File: src/rtl/idex_hazard_reg.sv
// ID/EX pipeline register with load-use hazard detection, freeze/flush handling
// and a saturating count of inserted load-use bubbles.
module idex_hazard_reg #(
    parameter int unsigned DATA_W = 32,
    parameter int unsigned REG_W  = 5,
    parameter int unsigned CNT_W  = 16
) (
    input  logic              clk,
    input  logic              rst_n,
    input  logic              stall_i,
    input  logic              flush_i,
    input  logic              id_valid,
    input  logic [REG_W-1:0]  id_rs,
    input  logic [REG_W-1:0]  id_rt,
    input  logic [REG_W-1:0]  id_rd,
    input  logic              id_uses_rt,
    input  logic [DATA_W-1:0] id_rs_data,
    input  logic [DATA_W-1:0] id_rt_data,
    input  logic [DATA_W-1:0] id_imm,
    input  logic [DATA_W-1:0] id_pc4,
    input  logic [7:0]        id_ctrl,
    output logic              ex_valid,
    output logic [REG_W-1:0]  ex_rs,
    output logic [REG_W-1:0]  ex_rt,
    output logic [REG_W-1:0]  ex_rd,
    output logic [DATA_W-1:0] ex_rs_data,
    output logic [DATA_W-1:0] ex_rt_data,
    output logic [DATA_W-1:0] ex_imm,
    output logic [DATA_W-1:0] ex_pc4,
    output logic [7:0]        ex_ctrl,
    output logic              load_use_o,
    output logic              pc_write_o,
    output logic              ifid_write_o,
    output logic [CNT_W-1:0]  bubble_cnt_o
);

    // id_ctrl packing: {regwrite, memread, memwrite, memtoreg, alusrc, aluop[2:0]}
    localparam int unsigned CtrlMemRead = 6;

    logic              valid_q,   valid_d;
    logic [REG_W-1:0]  rs_q,      rs_d;
    logic [REG_W-1:0]  rt_q,      rt_d;
    logic [REG_W-1:0]  rd_q,      rd_d;
    logic [DATA_W-1:0] rs_data_q, rs_data_d;
    logic [DATA_W-1:0] rt_data_q, rt_data_d;
    logic [DATA_W-1:0] imm_q,     imm_d;
    logic [DATA_W-1:0] pc4_q,     pc4_d;
    logic [7:0]        ctrl_q,    ctrl_d;
    logic [CNT_W-1:0]  cnt_q,     cnt_d;

    logic load_use;
    logic rs_hit;
    logic rt_hit;

    assign rs_hit   = (rt_q == id_rs);
    assign rt_hit   = id_uses_rt && (rt_q == id_rt);
    assign load_use = id_valid && valid_q && ctrl_q[CtrlMemRead] && (rt_q != '0)
                      && (rs_hit || rt_hit);

    assign load_use_o   = load_use;
    assign pc_write_o   = ~stall_i & ~load_use;
    assign ifid_write_o = ~stall_i & ~load_use;

    always_comb begin
        valid_d   = valid_q;
        rs_d      = rs_q;
        rt_d      = rt_q;
        rd_d      = rd_q;
        rs_data_d = rs_data_q;
        rt_data_d = rt_data_q;
        imm_d     = imm_q;
        pc4_d     = pc4_q;
        ctrl_d    = ctrl_q;
        cnt_d     = cnt_q;

        if (stall_i) begin
            // Freeze: everything holds, pending flush/hazard is re-evaluated later.
        end else if (flush_i || load_use) begin
            valid_d   = 1'b0;
            rs_d      = '0;
            rt_d      = '0;
            rd_d      = '0;
            rs_data_d = '0;
            rt_data_d = '0;
            imm_d     = '0;
            pc4_d     = '0;
            ctrl_d    = '0;
            if (!flush_i && (cnt_q != {CNT_W{1'b1}})) begin
                cnt_d = cnt_q + CNT_W'(1);
            end
        end else begin
            valid_d   = id_valid;
            rs_d      = id_rs;
            rt_d      = id_rt;
            rd_d      = id_rd;
            rs_data_d = id_rs_data;
            rt_data_d = id_rt_data;
            imm_d     = id_imm;
            pc4_d     = id_pc4;
            ctrl_d    = id_ctrl;
        end
    end

    always_ff @(posedge clk or negedge rst_n) begin
        if (!rst_n) begin
            valid_q   <= 1'b0;
            rs_q      <= '0;
            rt_q      <= '0;
            rd_q      <= '0;
            rs_data_q <= '0;
            rt_data_q <= '0;
            imm_q     <= '0;
            pc4_q     <= '0;
            ctrl_q    <= '0;
            cnt_q     <= '0;
        end else begin
            valid_q   <= valid_d;
            rs_q      <= rs_d;
            rt_q      <= rt_d;
            rd_q      <= rd_d;
            rs_data_q <= rs_data_d;
            rt_data_q <= rt_data_d;
            imm_q     <= imm_d;
            pc4_q     <= pc4_d;
            ctrl_q    <= ctrl_d;
            cnt_q     <= cnt_d;
        end
    end

    assign ex_valid     = valid_q;
    assign ex_rs        = rs_q;
    assign ex_rt        = rt_q;
    assign ex_rd        = rd_q;
    assign ex_rs_data   = rs_data_q;
    assign ex_rt_data   = rt_data_q;
    assign ex_imm       = imm_q;
    assign ex_pc4       = pc4_q;
    assign ex_ctrl      = ctrl_q;
    assign bubble_cnt_o = cnt_q;

endmodule
File: config.mk
export PLATFORM = sky130hd
export DESIGN_NAME = idex_hazard_reg
export DESIGN_NICKNAME = d
export VERILOG_FILES = /design/src/rtl/idex_hazard_reg.sv
export SDC_FILE = /design/constraint.sdc
export NUM_CORES = 1
export LEC_CHECK = 0
export CAP_MARGIN = 30
export CORE_UTILIZATION = 40
export DETAILED_ROUTE_END_ITERATION = 8
export MAX_ROUTING_LAYER = met4
export PLACE_DENSITY = 0.87
export SLEW_MARGIN = 20
export SYNTH_ARGS = -nofsm -noshare
export SYNTH_HDL_FRONTEND = slang
export SYNTH_SLANG_ARGS = --single-unit
File: constraint.sdc
create_clock -name clk -period 2.5 [get_ports clk]
set_clock_uncertainty 0.05 [all_clocks]
set_input_delay 0.375 -clock clk [delete_from_list [all_inputs] [get_ports clk]]
set_output_delay 0.375 -clock clk [all_outputs]
set_load 0.005 [all_outputs]
==> results.ini, run 1 <==
[synth]
netlist_area_um2=6330
synthCells=443
synth-edff-count=0
async_flop_share=1.00
ys_seq_area_frac=0.664
synth_commonest_cells=168 x dfrtp_1, 152 x a22o_1, 23 x xnor2_1
synth.distinct_cells=31
syn_avg_cell_area_um2=14.3
ys_warn_count=0
ys_top_cells_by_area=dfrtp_1 66%, a22o_1 21%, xnor2_1 3.2%, buf_6 1.6%, clkbuf_1 1.1%
synth-seq-cells=168
synth_top_cell_area_share=0.664
synthMostInstantiatedCell=dfrtp_1
synth_nets=601
ys.flop_type=dfrtp_1
synth_top_cell_by_area=dfrtp_1

[floorplan]
start_util=0.414
core-area_um2=15300
rows=45
dieArea_um2=16300
die_h_um=128
die_w_um=128
ioPinCount=328

[cts]
numClockSinks=168
clockBufferDepth=2
cts_buffers=17
cts_tree=built
clk_latency_ps=420
clk_pin_slew_ps=60
cts-root-buf=clkbuf_16
htreeDepth=4

[route]
first_pass_iters=4
drt_iter0_drc=252
drc=0
avgRoutedWirePerCell_um=18.8
wirelength_mm=18.7
num_vias=5200
drtAntennaViolNets=0
via_per_inst=5.22

[setup_path]
cp_max_fo=2
cp-end-kind=output port
required_ps=2080
r2r_cells=7
slowest_delay_ps=550
path_class=reg -> out
crit_chain=or4_4 -> o21ai_4 -> inv_2 -> and2_1 -> dlygate4sd2_1
r2r-start=ex_rt[0]
cp.arrival_ps=2010
slowest_stage=or4_4
reg2reg_slack_ps=160
r2r_end=ex_rd[4]
crit_path_start_kind=flop

[hold_path]
min_path_type=in -> reg
hold_start=stall_i
min_to=bubble_cnt_o[9]
min_path_cells=6

[placement]
globalplace.congestion=0.869
dp_hpwl_mm=13.5
placed_cell_area_um2=9850
io_buffers=327
dp_cells=962
dp_worst_setup_slack_ps=57.2

[timing]
worst_slew_pin_slew_ps=716
relSlewSlack=0.523
finalSetupViolCount=0
fin_crit_sh=0.975
rsz0062_at_grt=no
hold_viol_final=0
setup_tns_ps=0
fin_crit_ps=2440
maxSlewViolCount=0
setup_ws_ps=62.7
fmax_mhz=410
holdWs_ps=449

[global_routing]
track_usage=0.239
grt.overflow.total=0
grt_pass1_wl_mm=29.2
grt_pass1_vias=5314
antenna_found_initial=0
grt_max_degree=153

[cells_and_area]
antenna_cells=0
final_util=0.686
fillers=1064
instances_no_fill=997
drive_gt1_frac=0.0776
final_cell_area_um2=10500
syn_to_final_growth_pct=65.8
finalNetCount=931

[power_and_ir_drop]
power_frac_clock=0.398
switching_share=0.229
p_int_mw=5.27
power_frac_seq=0.443
power_density_nw_per_um2=651
p_switching_mw=1.57
ir_worst_vdd_mv=0.482
p_comb_frac=0.159
p_total_mw=6.84
total_leakage_power_nw=4.60

[status]
status=completed

[flow_run]
maxCapViolCount=0

-- cells by family (layout without fill, tap and decap cells) --
group | Yosys count | count (layout) | share of synthesized area
flops | 168 | 168 | 0.664
compound gates | 161 | 161 | 0.222
simple gates | 52 | 52 | 0.0437
buf+inv | 37 | 380 | 0.0346
xor+xnor | 23 | 23 | 0.0318
fa+ha+maj | 1 | 1 | 0.00198
mux | 1 | 1 | 0.00178
-- power by group through the flow --
stage	Combinational, mW	Clock (mW)	Sequential [mW]
finish	1.09	2.72	3.03
detailed placement	1.09	0	3.08
global placement	1.07	0	3.07
global route	1.16	2.89	3.05
CTS	1.10	2.78	3.03
floorplan	0.286	0	3.08
-- metal layers --
metal	GRT usage	vias to the layer above	wire [um]
met5	-	-	0
met4	0.0997	0	518
met3	0.0538	34	1070
met2	0.395	220	9540
met1	0.283	2593	7590
li1	-	2353	-
-- how the worst max path moves through the flow --
| stage | end | start | slack, ps | depth (start not counted) |
|---|---|---|---|---|
| after floorplan | pc_write_o | ex_rt[0] | 300 | 6 |
| after global placement | load_use_o | id_rs[4] | 70 | 6 |
| after detailed placement | load_use_o | id_rs[1] | 60 | 6 |
| after CTS | pc_write_o | ex_rt[0] | -60 | 6 |
| after global routing | load_use_o | ex_rt[0] | 5 | 5 |
| final | load_use_o | ex_rt[0] | 60 | 5 |
-- worst max-delay path: cells and delay by family, from the launching register on --
family | cells | cell delay [ps]
compound gates | 1 | 170
buf+inv | 2 | 320
flops | 1 | 390
simple gates | 2 | 720
-- final cells by class --
cell class,instances,area [um2],area share
Sequential cell,168,4200,0.400
Timing Repair Buffer,346,3480,0.331
Multi-Input combinational cell,238,1920,0.183
Clock buffer,20,457,0.0435
Tap cell,211,264,0.0251
Clock inverter,12,164,0.0156
Inverter,2,7.51,0.000715
-- state kept, by name (all words and copies together), names as in the netlist --
register      count
ex_rs             5
bubble_cnt_o     16
ex_rt             5
ex_ctrl           8
ex_imm           32
ex_rs_data       32
ex_rt_data       32
ex_valid          1
ex_rd             5
ex_pc4           32
-- placed cells by master (no fill, tap or decap), drive strengths merged, types with 2 or more instances in the layout --
master,instances
clkinv,2
and3,7
inv,6
buf,20
dfrtp,168
bufinv,3
nand3,8
clkinvlp,3
and4,2
nor3,4
a22o,152
xnor2,23
clkdlybuf4s50,322
nor2,8
nand4,9
a21oi,3
clkbuf,22
nand2,9
-- timing repair --
item                       in CTS  in global routing
cloned                          0                  0
setup endpoints to repair       3                  3
pin swaps                       1                  2
buffers inserted                2                  0
hold buffers                    1                  0
hold endpoints to repair       61                  0
gates resized for setup         5                  5
(Power assumes the default switching activity.)
==> inputs of run 2 (changes only) <==
- HOLD_SLACK_MARGIN: unset -> 0.06
==> results of run 2 <==
The final DEF is identical to that of run 1; final timing and power are the same.
==> inputs of run 3 (changes only) <==
- ABC_AREA: unset -> 1
- CORE_MARGIN: unset -> 1.5
- CORE_UTILIZATION: 40 -> 42
- PLACE_DENSITY: 0.87 -> 0.86
==> run 3 against run 2 <==
  * Combinational power grew 19%
  * Area after synthesis increased by 17%
  * Sequential power grew 2%
  * Critical endpoint unchanged
  * Largest power group unchanged
==> results.ini, run 3 <==
[route]
drtAntennaViolNets=0  ; unchanged
avgRoutedWirePerCell_um=16.0  ; was 18.8 um
first_pass_iters=5  ; was 4
num_vias=7110  ; was 5,200
drt_iter0_drc=386  ; was 252
wirelength_mm=22.6  ; was 18.7 mm
drc=0  ; unchanged
via_per_inst=5.05  ; was 5.22

[cts]
clk_latency_ps=420  ; about the same
cts-root-buf=clkbuf_16  ; unchanged
cts_tree=built  ; unchanged
clockBufferDepth=2  ; unchanged
numClockSinks=168  ; unchanged
htreeDepth=4  ; unchanged
cts_buffers=17  ; unchanged
clk_pin_slew_ps=70  ; was 60 ps

[floorplan]
ioPinCount=328  ; unchanged
rows=48  ; was 45
core-area_um2=17200  ; was 15,300 um2
dieArea_um2=18400  ; was 16,300 um2
die_h_um=136  ; was 128 um
die_w_um=136  ; was 128 um
start_util=0.429  ; was 0.414

[setup_path]
path_class=reg -> out  ; unchanged
required_ps=2080  ; about the same
reg2reg_slack_ps=610  ; was 160 ps
crit_path_start_kind=flop  ; unchanged
cp_max_fo=4  ; was 2
cp.arrival_ps=1980  ; was 2010 ps
cp-end-kind=output port  ; unchanged

[synth]
synth-edff-count=0  ; unchanged
synth.distinct_cells=23  ; was 31
synth_compound_area_frac=0.124  ; was 0.222
synth-adder-area-share=0.00169  ; was 0.00198
ys_seq_area_frac=0.569  ; was 0.664
synth_top_cell_area_share=0.569  ; was 0.664
synth.mux.area_fraction=0  ; was 0.00178
synth_top_family_by_area=simple AND/OR/NAND/NOR gates  ; was compound AO/OA/AOI/OAI gates
async_flop_share=1.00  ; unchanged
syn_avg_cell_area_um2=8.62  ; was 14.3 um2
synthCells=857  ; was 443
synth_commonest_cells=374 x nand2_1, 168 x dfrtp_1, 107 x o21ai_0  ; was 168 x dfrtp_1, 152 x a22o_1, 23 x xnor2_1
ys.flop_type=dfrtp_1  ; unchanged
synth-xor-area-share=0.00711  ; was 0.0318
synth_top_cell_by_area=dfrtp_1  ; unchanged
synth_nets=1015  ; was 601
synth-seq-cells=168  ; unchanged
netlist_area_um2=7390  ; was 6330 um2
synth-simple-area-share=0.239  ; was 0.0437
synthMostInstantiatedCell=nand2_1  ; was dfrtp_1
ys_warn_count=0  ; unchanged
ys_top_cells_by_area=dfrtp_1 57%, nand2_1 19%, o21ai_0 7.2%, o21ai_2 4.7%, nand4_1 1.9%  ; was dfrtp_1 66%, a22o_1 21%, xnor2_1 3.2%, buf_6 1.6%, clkbuf_1 1.1%

[power_and_ir_drop]
total_leakage_power_nw=5.13  ; was 4.60 nW
p_total_mw=7.17  ; was 6.84 mW
power_density_nw_per_um2=620  ; was 651 nW/um2
ir_worst_vdd_mv=0.425  ; was 0.482 mV

[timing]
fmax_mhz=415  ; was 410 MHz
hold_viol_final=0  ; unchanged
worst_slew_pin_slew_ps=775  ; was 716 ps
fin_crit_sh=0.963  ; was 0.975
fin_crit_ps=2410  ; was 2440 ps
maxSlewViolCount=0  ; unchanged
finalSetupViolCount=0  ; unchanged
relSlewSlack=0.483  ; was 0.523
holdWs_ps=434  ; was 449 ps

[global_routing]
grt_max_degree=148  ; was 153
track_usage=0.252  ; was 0.239
grt.overflow.total=0  ; unchanged
grt_pass1_vias=7010  ; was 5,314
antenna_found_initial=0  ; unchanged
grt_pass1_wl_mm=35.3  ; was 29.2 mm

[cells_and_area]
fillers=1379  ; was 1,064
multi_input_comb_area_um2=2770  ; was 1920 um2
finalNetCount=1329  ; was 931
drive_gt1_frac=0.0947  ; was 0.0776
antenna_cells=0  ; unchanged
final_util=0.671  ; was 0.686
layout_common_cells=373 x nand2_1, 323 x clkdlybuf4s50_1, 167 x dfrtp_1  ; was 322 x clkdlybuf4s50_1, 168 x dfrtp_1, 152 x a22o_1
final_common_cell=nand2_1  ; was clkdlybuf4s50_1
syn_to_final_growth_pct=56.4  ; was 65.8%
final_cell_area_um2=11600  ; was 10,500 um2
register_area_um2=4210  ; was 4200 um2

[flow_run]
maxCapViolCount=0  ; unchanged

[placement]
dp_hpwl_mm=15.9  ; was 13.5 mm
placed_cell_area_um2=10900  ; was 9850 um2
globalplace.congestion=0.813  ; was 0.869
io_buffers=327  ; unchanged

[status]
status=completed  ; unchanged

[hold_path]
min_path_type=reg -> reg  ; was in -> reg

-- run 3: worst paths after layout --
kind                                         end           start  cells past startpoint
worst max-delay path                  load_use_o        ex_rt[3]                      9
worst min-delay path              ex_rs_data[26]  ex_rs_data[26]                      2
worst max register to register         ex_imm[5]        ex_rt[3]                     11
worst min register to register    ex_rs_data[26]  ex_rs_data[26]                      2
max in group asynchronous             ex_pc4[22]           rst_n                      3
min in group asynchronous       bubble_cnt_o[15]           rst_n                      2
-- run 3: kinds of logic after synthesis --
group | Yosys count
simple gates | 442
flops | 168
compound gates | 152
buf+inv | 88
xor+xnor | 6
fa+ha+maj | 1
-- run 3: area by class of cell --
type,count,area share
repair buffers,351,0.308
inverters,32,0.0106
clock buffers,18,0.0380
well taps,225,0.0244
clock inverters,13,0.0162
flip-flops and latches,168,0.364
multi-input cells,601,0.239
-- run 3: stage by stage --
step           setup TNS, ps  cells  setup slack (ps)
3_5_place_dp               0   1370              53.2
6_report                   0   1408              93.2
5_1_grt                -13.2   1408             -13.2
4_1_cts                    0   1404              1.56
3_3_place_gp               0   1370              54.8
2_1_floorplan              0    857               737
-- run 3: what timing repair did --
action / in CTS / in global routing
hold endpoints to repair: 55 / 0
resized for setup: 1 / 5
hold buffers: 1 / 0
endpoints found under the setup margin: 2 / 2
pin swaps: 1 / 1
setup buffers: 2 / 4
-- run 3: critical path: stages, from the launching register on --
cell             delay [ps]
dfrtp_1                 430
inv_2                    80
nand2_1                  60
nand2_1                  50
nor2_1                  100
nand3_1                 110
nand2_2                 100
nand2_4                  70
inv_1                    60
clkdlybuf4s50_1         490
-- run 3: where the power goes --
part / leakage, nW / total, mW / switching (mW) / internal [mW]
clock: 0.300 / 2.78 / 1.15 / 1.63
combinational: 2.64 / 1.30 / 0.537 / 0.761
sequential: 2.20 / 3.09 / 0.159 / 2.93
total: 5.13 / 7.17 / 1.85 / 5.32
-- run 3: layer usage --
| layer | up-vias | wire, um | share of wire | track usage |
|---|---|---|---|---|
| met5 | - | 0 | 0 | - |
| met2 | 306 | 10900 | 0.48 | 0.404 |
| met3 | 57 | 1790 | 0.079 | 0.0666 |
| met4 | 0 | 781 | 0.035 | 0.105 |
| met1 | 3375 | 9050 | 0.40 | 0.302 |
| li1 | 3372 | - | - | - |
